--- config.mk ---
export PLATFORM = sky130hd
export DESIGN_NAME = alu_unit
export DESIGN_NICKNAME = d
export VERILOG_FILES = /design/src/rtl/alu_unit.sv
export SDC_FILE = /design/constraint.sdc
export NUM_CORES = 2
export LEC_CHECK = 0
export ABC_AREA = 1
export BUFFER_PORTS_ARGS = -buffer_cell sky130_fd_sc_hd__buf_2
export CAP_MARGIN = 10
export CORE_ASPECT_RATIO = 1.25
export CORE_MARGIN = 2
export CORE_UTILIZATION = 45
export DETAILED_ROUTE_END_ITERATION = 8
export PLACE_DENSITY_LB_ADDON = 0.05
export REMOVE_ABC_BUFFERS = 1
export SLEW_MARGIN = 20
export SYNTH_ARGS = -nofsm -noshare
export SYNTH_HDL_FRONTEND = slang
export SYNTH_SLANG_ARGS = --single-unit
--- constraint.sdc ---
create_clock -name clk -period 0.8 [get_ports clk]
set_clock_uncertainty 0.15 [all_clocks]
set_input_delay 0.08 -clock clk [delete_from_list [all_inputs] [get_ports clk]]
set_output_delay 0.08 -clock clk [all_outputs]
set_load 0.01 [all_outputs]
--- src/rtl/alu_unit.sv ---
// Registered integer ALU for the RV32 execute stage: add/sub, full-width
// unsigned multiply, bitwise logic and logical shifts, one cycle of latency.
module alu_unit #(
    parameter int dataWidth   = 32,
    parameter int selectWidth = 4
) (
    input  logic                   clk,
    input  logic                   reset,
    input  logic [dataWidth-1:0]   inputA,
    input  logic [dataWidth-1:0]   inputB,
    input  logic [selectWidth-1:0] ALUSelect,
    output logic [dataWidth-1:0]   dataOut,
    output logic [dataWidth-1:0]   dataOutHigh
);

    typedef enum logic [selectWidth-1:0] {
        OP_ADD = 'd0,
        OP_SUB = 'd1,
        OP_MUL = 'd2,
        OP_AND = 'd3,
        OP_OR  = 'd4,
        OP_XOR = 'd5,
        OP_NOT = 'd6,
        OP_SLL = 'd7,
        OP_SRL = 'd8
    } alu_op_t;

    localparam logic [dataWidth-1:0] SHIFT_LIMIT = dataWidth'(dataWidth);

    logic [2*dataWidth-1:0] product;
    logic                   shift_oob;
    logic [dataWidth-1:0]   next_low;
    logic [dataWidth-1:0]   next_high;

    assign product   = {{dataWidth{1'b0}}, inputA} * {{dataWidth{1'b0}}, inputB};
    // The whole of inputB is the shift amount, so anything past the width clears.
    assign shift_oob = (inputB >= SHIFT_LIMIT);

    always_comb begin
        next_low  = '0;
        next_high = '0;
        case (alu_op_t'(ALUSelect))
            OP_ADD: next_low = inputA + inputB;
            OP_SUB: next_low = inputA - inputB;
            OP_MUL: begin
                next_low  = product[dataWidth-1:0];
                next_high = product[2*dataWidth-1:dataWidth];
            end
            OP_AND: next_low = inputA & inputB;
            OP_OR:  next_low = inputA | inputB;
            OP_XOR: next_low = inputA ^ inputB;
            OP_NOT: next_low = ~inputA;
            OP_SLL: next_low = shift_oob ? '0 : (inputA << inputB);
            OP_SRL: next_low = shift_oob ? '0 : (inputA >> inputB);
            default: begin
                next_low  = '0;
                next_high = '0;
            end
        endcase
    end

    always_ff @(posedge clk or negedge reset) begin
        if (!reset) begin
            dataOut     <= '0;
            dataOutHigh <= '0;
        end else begin
            dataOut     <= next_low;
            dataOutHigh <= next_high;
        end
    end

endmodule

== Word level (Yosys, flattened, before mapping) ==
Cells that the tools add are included.
Widths: inputs -> output; s select.

* Output and inout port bits: 64
* Input bits: 70
* Logic and storage cells: 25
* Bits in registers: 64
* ROM bits: 0
* Latch bits: 0
* Memories kept: 0
* Memory bits (writable): 0

* Divide/modulo/power cells: 0
* Multiplexer cells: 4
* Multiply operators: 1
* Add/sub/neg operators: 2
* Shifts and indexed selects: 2
* $lt $le $gt $ge: 1
* Bitwise operators: 4
* Reductions and logical operators: 1
* Eq/ne operators: 8

{| class="wikitable"
|+ Operators with widths
! operator !! number
|-
| $pmux 32 s9 || 1
|-
| $mux 32 || 3
|-
| $mul 32x32->64 || 1
|-
| $add 32x32->32 || 1
|-
| $and 32x32->32 || 1
|-
| $ge 32x6->1 const B || 1
|-
| $not 32->32 || 1
|-
| $or 32x32->32 || 1
|-
| $shl 32x32->32 || 1
|-
| $shr 32x32->32 || 1
|-
| $sub 32x32->32 || 1
|-
| $xor 32x32->32 || 1
|-
| $eq 4x3->1 const B || 4
|-
| $eq 4x2->1 const B || 2
|-
| $eq 4x1->1 const B || 1
|-
| $eq 4x4->1 const B || 1
|-
| $logic_not 4->1 || 1
|}

== Logic depth before layout (Yosys ltp) ==
* Depth after elaboration: 3
* Mapped depth: 34

== Least setup slack after synthesis ==
No wires, ideal clock.

* Path kind: input to register
* From: input port inputB[4]
* To: register dataOut[23]
* Arrival time: 6.447 ns
* Library setup time: 0.117 ns
* Stages on the path: 29
* Slack: -5.914 ns
* Path through: clkbuf_1 clkbuf_1 buf_1 nand2_1 inv_1 fa_1 inv_1 fa_1 fa_1 fa_1 inv_1 fa_1 inv_1 fa_1 inv_1 fa_1 fa_1 ha_1 a21oi_1 o21ai_0 a21oi_1 nand3_1 or2_2 nand3_1 nand3_1 inv_1 nand2_1 nor2_1 nand2_1

* Cells in the longest elaborated chain, start to end: 3
* Elaborated cells between the ends (all ways): 9
* Those cells by class: 2 x add/sub; 1 x mul; 1 x order compare; 2 x shift; 3 x mux

{| class="wikitable"
|+ RTL lines
! what !! RTL line !! RTL
|-
| from (decl) || 10 || <nowiki>input logic [dataWidth-1:0] inputB,</nowiki>
|-
| parallel branches: the longest is 2 deep, another holds $mul 32x32->64 || - ||
|-
| $pmux 32 s9 * || 42 || <nowiki>case (alu_op_t'(ALUSelect))</nowiki>
|-
| named net next_low[23] || 32 || <nowiki>logic [dataWidth-1:0] next_low;</nowiki>
|-
| to (signal assigned) || 67 || <nowiki>dataOut <= next_low;</nowiki>
|-
| to (decl) || 12 || <nowiki>output logic [dataWidth-1:0] dataOut,</nowiki>
|}

Mark *: on every way through the listed nets, which the timed path passes.

== Final worst setup path ==
* From: input port inputA[18]
* To: register dataOutHigh[14]

* Cells in the longest elaborated chain, start to end: 2

{| class="wikitable"
|+ RTL lines
! what !! RTL line !! RTL
|-
| from (decl) || 9 || <nowiki>input logic [dataWidth-1:0] inputA,</nowiki>
|-
| $mul 32x32->64 || 35 || <nowiki>assign product = {{dataWidth{1'b0}}, inputA} * {{dataWidth{1'b0}}, inputB};</nowiki>
|-
| $mux 32 || 42 ||
|-
| named net next_high[14] || 33 || <nowiki>logic [dataWidth-1:0] next_high;</nowiki>
|-
| to (signal assigned) || 68 || <nowiki>dataOutHigh <= next_high;</nowiki>
|-
| to (decl) || 13 || <nowiki>output logic [dataWidth-1:0] dataOutHigh</nowiki>
|}

The timed path passes the listed nets, and every way through them passes these cells.

==> key figures <==
Status
  – Status: finished with violations
  – Failing checks: negative hold slack, negative setup slack

Global route
  – Vias in the first global route: 47104
  – Largest net degree at the start of global routing: 65
  – Total Routing Usage GR: 38.3%
  – Global-route wire length before repair: 287 mm
  – Initial antenna violation count: 3
  – Residual overflow from global routing: 0

Die
  – Core Footprint: 0.0977 mm^2
  – Die span in y: 355 um
  – Die area: 0.101 mm^2
  – Starting Density: 45.4%
  – IO Pins: 134
  – Die X: 285 um
  – Row Count: 128

Timing
  – Fin. max-slew vios: 0
  – RSZ-0062 raised after global routing: yes
  – Final Hold Vio Count: 4
  – Final setup margin: -5810 ps
  – Setup_tns: -352440 ps
  – Max_slew headroom: 43.2%
  – Maximum operating frequency: 151 MHz
  – Time the worst path needs with I/O delays and setup: 6610 ps
  – Final hold slack: -32.8 ps
  – Final setup fails: 128
  – Worst Tran Pin Value: 852 ps
  – Final Cycle Share: 827%

Detailed routing
  – Max Used Layer: met4
  – Vias after detailed routing: 44197
  – Iteration-0 DRC Markers: 2774
  – DR WL met2: 93.7 mm
  – Post-route ant nets: 0
  – Routed metal-1 wirelength: 72.9 mm
  – Vias per cell: 5.18
  – Met3 Wirelength: 11.0 mm
  – Routed WL: 192 mm
  – DRT Pass-1 Iters: 8
  – # DRC: 0
  – WL per Instance: 22.5 um

Placement
  – Placed cell area: 0.0541 mm^2
  – Port bufs: 133
  – Placer's final routability congestion estimate: 0.956
  – Post-DP HPWL: 156 mm
  – Dpl cells: 8293

Yosys
  – FF+latch count, synth: 64
  – Post-synthesis cell count: 6156
  – Asr flop ratio synth: 100%
  – Compound-Gate Fraction of Synth Area: 6.51%
  – Yosys warns: 0
  – EDFF count, synth: 0
  – Ranking of synthesized cells by area: fa_1, nand2_1, inv_1, ha_1, dfrtp_1
  – Synth Area in XOR/XNOR: 1.16%
  – Synth Cell Area: 0.0444 mm^2
  – Post-synth top flop: dfrtp_1
  – Sequential share of the synthesized area: 3.61%
  – Main combinational cell family by area after synthesis: adder cells
  – Multiplexer share of the synthesized area: 0%
  – Netlist cell types: 55
  – Adder-Cell Fraction of Synth Area: 50.6%
  – Syn Area/Cell: 7.21 um^2
  – Post-Synth Simple-Gate Area: 21.8%
  – Yosys top cell area share: 40.5%
  – Dominant cell type by area after synthesis: fa_1

Finish
  – Layout cells sized above 1: 31.1%
  – Post-route insts no fill: 8533
  – Most common cell after layout, fill and taps aside: nand2_1
  – Multi-input gate area: 0.0398 mm^2
  – FILL cells: 8767
  – Final nets: 8553
  – Most frequent cells in the layout: nand2_1, inv_1, buf_4
  – Synth-to-layout area growth: 40.9%
  – Register area: 0.00162 mm^2
  – Design area: 0.0626 mm^2
  – Fin util: 64.0%

Worst hold path
  – Worst hold path class: primary input to asynchronous set/reset pin

Setup path
  – Arrival @ worst endpoint: 6780 ps
  – CP Launch Type: primary input
  – Most frequent CP cell: fa_1
  – Crit. End Element: flop
  – Critical Path RT: 970 ps
  – Delay of the slowest critical-path stage: 580 ps
  – Crit Path Category: primary input to flop
  – CP max FO: 6
  – CP max stage cell: fa_2

CTS
  – Clk buf depth: 2
  – CTS sink cnt: 64
  – Total CTS buffers: 9
  – Post-CTS Hold Fix Bufs: 1
  – Clk root buf: clkbuf_16
  – H-tree levels: 3
  – CTS tree: built
  – Clk pin slew, worst setup/hold paths: 70 ps

Run
  – # Max-Cap Violations: 0
-- synthesized netlist by cell type (36+ instances only) --
master       n
a21oi_1    189
buf_1       46
buf_2       36
clkbuf_1   238
dfrtp_1     64
fa_1       897
ha_1       359
inv_1     1563
nand2_1   1707
nand3_1    265
nor2_1     267
o21ai_0    141
xor2_1      46
-- metal layers --
layer,up-vias,GRT usage (%)
li1,20192,-
met1,21986,45.9
met2,1564,66.6
met3,455,4.22
met4,0,22.1
met5,-,0
-- cell families (layout without fill, tap and decap cells) --
group | count (synthesis) | after routing
XOR/XNOR | 59 | 59
adder cells (fa/ha/maj) | 1256 | 1256
AO/OA/AOI/OAI | 502 | 502
flip-flops | 64 | 64
buffers and inverters | 1906 | 2981
other | 0 | 2
AND/OR/NAND/NOR | 2369 | 2369
-- sequential cells by signal (all words and copies together) (netlist names) --
| signal | cells |
|---|---|
| dataOutHigh | 32 |
| dataOut | 32 |
-- critical path: cells and delay by family --
family | cells | cell delay (ps)
adder cells (fa/ha/maj) | 9 | 4410
buffers and inverters | 12 | 1300
AO/OA/AOI/OAI | 2 | 210
AND/OR/NAND/NOR | 6 | 770
-- worst paths after layout --
check,startpoint,end,slack (ps),cells past startpoint
min,reset,dataOut[7],-30,2
max,inputA[18],dataOutHigh[14],-5810,29
min in group clk,ALUSelect[1],dataOut[0],350,7
max in group asynchronous,reset,dataOutHigh[18],70,3
-- what timing repair did --
item,CTS,global route
endpoints found under the setup margin,128,128
gates resized for setup,1126,450
pin swaps,364,342
endpoints found under the hold margin,64,4
cloned,13,2
buffers inserted,166,76
-- stage by stage --
step | setup WS, ps | hold WS (ps)
6_report | -5810 | -32.8
5_1_grt | -5950 | -36.2
4_1_cts | -5760 | -74.6
3_5_place_dp | -6690 | -196
3_3_place_gp | -6730 | -194
2_1_floorplan | -5210 | -366
-- final cells by class --
cell class / count / share of cell area [%]
Multi-Input combinational cell: 4186 / 63.6
Tap cell: 1300 / 2.60
Sequential cell: 64 / 2.58
Timing Repair Buffer: 1389 / 21.3
Inverter: 1577 / 9.52
Antenna cell: 2 / 0.00800
Clock inverter: 6 / 0.0600
Clock buffer: 9 / 0.360
Power is left out: the tool's default activity adds up to more than one toggle a clock period on the data nets, which glitch-free logic cannot reach.
